[src/rtl/ajc_instr_fetch.sv]
// Instruction fetch stage: reads one- or two-byte instructions from program memory,
// presents IW/MA over a valid/ready handshake and owns the program counter.
module ajc_instr_fetch #(
    parameter int unsigned AW = 8,
    parameter int unsigned CW = 16
) (
    input  logic          Clock,
    input  logic          Reset,
    output logic [AW-1:0] o_PM_Addr,
    output logic          o_PM_Rd,
    input  logic [7:0]    i_PM_Data,
    output logic [7:0]    o_IW,
    output logic [7:0]    o_MA,
    output logic          o_IW_Valid,
    input  logic          i_CU_Ready,
    input  logic          i_Redirect,
    input  logic [AW-1:0] i_Redirect_Addr,
    output logic [AW-1:0] o_PC,
    output logic [CW-1:0] o_InstrCount
);

    typedef enum logic [2:0] {
        StFetch,
        StWaitIw,
        StFetchMa,
        StWaitMa,
        StIssue
    } state_t;

    state_t          r_state;
    state_t          w_state_next;
    logic [AW-1:0]   r_pc;
    logic [7:0]      r_iw;
    logic [7:0]      r_ma;
    logic [CW-1:0]   r_instr_count;
    logic            w_pm_rd;
    logic            w_iw_valid;
    logic            w_two_byte;
    logic            w_handshake;

    // LD, ST and JUMP carry an address operand in the following byte.
    assign w_two_byte  = (i_PM_Data[7:4] == 4'b1011) || (i_PM_Data[7:4] == 4'b1100) ||
                         (i_PM_Data[7:4] == 4'b1101);
    assign w_handshake = (r_state == StIssue) && i_CU_Ready;

    always_comb begin
        w_state_next = r_state;
        w_pm_rd      = 1'b0;
        w_iw_valid   = 1'b0;
        unique case (r_state)
            StFetch: begin
                w_pm_rd      = 1'b1;
                w_state_next = StWaitIw;
            end
            StWaitIw: begin
                w_state_next = w_two_byte ? StFetchMa : StIssue;
            end
            StFetchMa: begin
                w_pm_rd      = 1'b1;
                w_state_next = StWaitMa;
            end
            StWaitMa: begin
                w_state_next = StIssue;
            end
            StIssue: begin
                w_iw_valid = 1'b1;
                if (i_CU_Ready) begin
                    w_state_next = StFetch;
                end
            end
            default: begin
                w_state_next = StFetch;
            end
        endcase
    end

    always_ff @(posedge Clock) begin
        if (Reset) begin
            r_state       <= StFetch;
            r_pc          <= '0;
            r_iw          <= '0;
            r_ma          <= '0;
            r_instr_count <= '0;
        end else begin
            r_state <= w_state_next;
            if (r_state == StWaitIw) begin
                r_iw <= i_PM_Data;
                r_ma <= '0;
                r_pc <= r_pc + 1'b1;
            end
            if (r_state == StWaitMa) begin
                r_ma <= i_PM_Data;
                r_pc <= r_pc + 1'b1;
            end
            // Redirect only counts when the jump instruction is actually consumed.
            if (w_handshake) begin
                r_instr_count <= r_instr_count + 1'b1;
                if (i_Redirect) begin
                    r_pc <= i_Redirect_Addr;
                end
            end
        end
    end

    assign o_PM_Addr    = r_pc;
    assign o_PM_Rd      = w_pm_rd & ~Reset;
    assign o_IW_Valid   = w_iw_valid & ~Reset;
    assign o_IW         = r_iw;
    assign o_MA         = r_ma;
    assign o_PC         = r_pc;
    assign o_InstrCount = r_instr_count;

endmodule

[config.mk]
export PLATFORM = sky130hd
export DESIGN_NAME = ajc_instr_fetch
export DESIGN_NICKNAME = d
export VERILOG_FILES = /design/src/rtl/ajc_instr_fetch.sv
export SDC_FILE = /design/constraint.sdc
export NUM_CORES = 1
export LEC_CHECK = 0
export ABC_AREA = 0
export BUFFER_PORTS_ARGS = -buffer_cell sky130_fd_sc_hd__buf_2
export CAP_MARGIN = 20
export CORE_ASPECT_RATIO = 0.8
export CORE_UTILIZATION = 49
export CTS_CLUSTER_SIZE = 8
export DETAILED_ROUTE_END_ITERATION = 12
export PLACE_DENSITY = 0.84
export SETUP_SLACK_MARGIN = 0.1
export SYNTH_ARGS = -nofsm -noshare
export SYNTH_HDL_FRONTEND = slang
export SYNTH_SLANG_ARGS = --single-unit
[constraint.sdc]
create_clock -name Clock -period 2.2 [get_ports Clock]
set_clock_uncertainty 0.1 [all_clocks]
set_input_delay 0.44 -clock Clock [delete_from_list [all_inputs] [get_ports Clock]]
set_output_delay 0.44 -clock Clock [all_outputs]
set_load 0.02 [all_outputs]
==> summary.txt <==
Yosys
  • Area of the mapped netlist: 1950 um2
  • Syn Area/Cell: 8.39 um2
  • Sequential cell area fraction in the yosys report: 44.2%
  • Mapped Cells: 232
  • Post-synth top area cell: dfxtp_1
  • Synth cell types: 36
  • Ys Warns: 0
  • Synth top area cells: dfxtp_1, a21oi_1, nand2_1, o21ai_0, nand3_1
  • Top cell type's share of synthesized area: 44.2%
  • Yosys reg bits: 43
  • Mapped Nets: 254

Outcome
  • Status: complete, no violations

Clocking
  • TritonCTS clock tree: done
  • Clock-pin transition on the worst setup and hold timing paths: 0.08 ns
  • CTS root buf: clkbuf_8
  • CTS buffer count: 5
  • Max clock buf depth: 2
  • Setup bufs post-CTS: 0
  • CTS Hold Buffers Added: 0
  • Number of H-tree levels: 2
  • Post_cts resized: 0
  • Skew-Pair Late Insertion Delay: 0.29 ns
  • Clock sinks: 43

Setup path
  • Arr. time, crit path: 1.31 ns
  • CP Launch Type: flop
  • CP top delay family: buffers and inverters
  • CP Buf/Inv Count: 2
  • CP max FO: 21
  • Max stage delay cell, worst path: dfxtp_1
  • Worst Path Class, Setup: reg -> out
  • Critical Path RT: 1.66 ns
  • Crit-path cells: buf_4, nor4b_1, buf_2
  • Critical Path End Type: output port
  • Max stage delay on crit path: 0.33 ns

Final layout
  • Final #Nets: 313
  • Area Overhead vs Synth: 21.0%
  • Final instance area: 2360 um2
  • Final non-filler cell total: 347
  • Filler cells: 355
  • ANT cells: 0
  • Layout cells sized above 1: 28.4%

Place
  • Pre-CTS setup slack: 0.343 ns
  • I/O Buffers: 69
  • Area after DPL: 2270 um2
  • Final RePlAce weighted congestion: 0.763
  • Placed Cells: 339
  • HPWL after detailed placement: 3.12 mm

Detailed routing
  • WL met3: 241 um
  • Drt first pass iters: 4
  • DR DRC count: 0
  • First DRT Iteration DRCs: 95
  • Highest metal used: met4
  • Vias per cell: 5.24
  • DR WL met2: 1.97 mm
  • Final wirelength: 4.36 mm
  • Via count: 1817
  • Wl on met1: 2.11 mm
  • Antenna-violating nets left: 0
  • Routed WL per cell: 12.6 um

Timing
  • Total Neg Setup Slack: 0 ns
  • Final worst slack: 0.350 ns
  • Final setup violating endpoints: 0
  • RSZ-0062 raised after global routing: false
  • Max Clk Rate: 540 MHz
  • Final hold vios: 0
  • Slew Limit Fails: 0
  • Tmin final: 1.85 ns
  • Period utilization: 84.1%
  • Slew HR: 65.7%
  • Slew @ Worst Pin: 0.513 ns

GRT
  • Global-route wire length before repair: 7.09 mm
  • Grt ovf: 0
  • Vias in the first global route: 1620
  • Initial antenna violation count: 0
  • Largest net degree at the start of global routing: 30
  • Gr usage total: 21.2%

Pwr
  • Leakage: 1.01 nW
  • Post-layout power: 1.51 mW
  • Power density cells: 640 nW/um2
  • VDD IR max: 474 uV

Die
  • Die W: 72.5 um
  • I/O pin cnt: 70
  • Die ar.: 4230 um2
  • Initial Util: 51.2%
  • Die height: 58.4 um
  • Core box area: 3800 um2
  • Rows: 20

Min path
  • Hold crit path type: in -> reg

Flow run
  • Max-Cap Viols: 0
-- metrics by stage --
stage               util (%)  hold WS, ns
floorplan                  -        0.430
global placement        59.7        0.335
detailed placement      59.7        0.347
CTS                     61.9        0.282
global route            61.9        0.302
finish                  61.9        0.291
-- final cells by class --
type                            count  area (um2)  area share [%]
Sequential cell                    43         861            36.5
Inverter                            2        7.51           0.319
Clock buffer                        5        68.8            2.92
Tap cell                           55        68.8            2.92
Multi-Input combinational cell    166         960            40.7
Timing Repair Buffer               73         375            15.9
Clock inverter                      3        15.0           0.637
-- placed cells by master, fill, tap and decap left out, drive strengths merged, types with 2 or more instances in the layout --
master | synthesis | routed
buf | 12 | 73
dfxtp | 43 | 43
nand2 | 30 | 30
a21oi | 26 | 26
nor2 | 16 | 16
o21ai | 16 | 16
nand3 | 14 | 14
or3 | 9 | 9
xnor2 | 7 | 7
nand4 | 7 | 7
nor3 | 6 | 6
xor2 | 6 | 6
a211oi | 6 | 6
clkbuf | 9 | 5
clkinv | 0 | 3
nor2b | 2 | 2
and3 | 2 | 2
a311oi | 2 | 2
inv | 2 | 2
and2 | 2 | 2
nor4 | 2 | 2
ha | 2 | 2
-- metal layers --
layer	up-vias	global-route usage, %
met3	6	5.48
met5	-	0
met4	0	7.56
li1	923	-
met2	46	34.0
met1	842	27.8
-- sequential cells by signal, summed over array words and instances (netlist names) --
signal and cells:
o_PC 8, r_state 3, o_MA 8, o_IW 8, o_InstrCount 16
-- synth_stat cells, drive strengths merged --
cell type,n
a211oi,6
a21o,1
a21oi,26
a311oi,2
a31oi,1
and2,2
and2b,1
and3,2
and4,1
and4bb,1
buf,12
clkbuf,9
dfxtp,43
ha,2
inv,2
mux2i,1
nand2,30
nand2b,1
nand3,14
nand4,7
nand4bb,1
nor2,16
nor2b,2
nor3,6
nor4,2
nor4b,1
o21ai,16
o31ai,1
or3,9
or4,1
xnor2,7
xor2,6
-- worst paths after layout --
path / start / endpoint / slack (ns) / cells after the start
worst min-delay path: i_PM_Data[0] / o_IW[0]$_SDFFE_PP0P_ / 0.29 / 3
worst max-delay path: r_state[1]$_SDFFE_PP0P_ / o_IW_Valid / 0.35 / 3
worst max register to register: r_state[0]$_SDFFE_PP0P_ / o_PC[3]$_SDFF_PP0_ / 0.38 / 5
worst min register to register: o_MA[7]$_SDFFE_PP0P_ / o_MA[7]$_SDFFE_PP0P_ / 0.35 / 2
-- cells by family (layout without fill, tap and decap cells) --
kind of cell | after synthesis | count (layout) | share of synthesized area [%]
and+or+nand+nor | 97 | 97 | 26.5
AOI/OAI and AO/OA | 53 | 53 | 15.1
DFF | 43 | 43 | 44.2
buffers and inverters | 23 | 83 | 6.49
xor gates and xnor gates | 13 | 13 | 5.85
adders and majority gates | 2 | 2 | 1.29
muxes | 1 | 1 | 0.514
-- where the power goes --
part / leakage (nW) / internal [mW] / total (mW) / switching [mW]
Sequential: 0.348 / 0.803 / 0.829 / 0.0265
Clock: 0.0477 / 0.217 / 0.480 / 0.263
Combinational: 0.610 / 0.0720 / 0.198 / 0.126
Total: 1.01 / 1.09 / 1.51 / 0.415
-- worst reg2reg max path, delay by kind of cell (launching register included) --
family / cells / cell delay, ns
AND/OR/NAND/NOR: 3 / 0.75
AO/OA/AOI/OAI: 1 / 0.24
buffers and inverters: 1 / 0.17
flip-flops: 1 / 0.49
(Power assumes the default switching activity.)
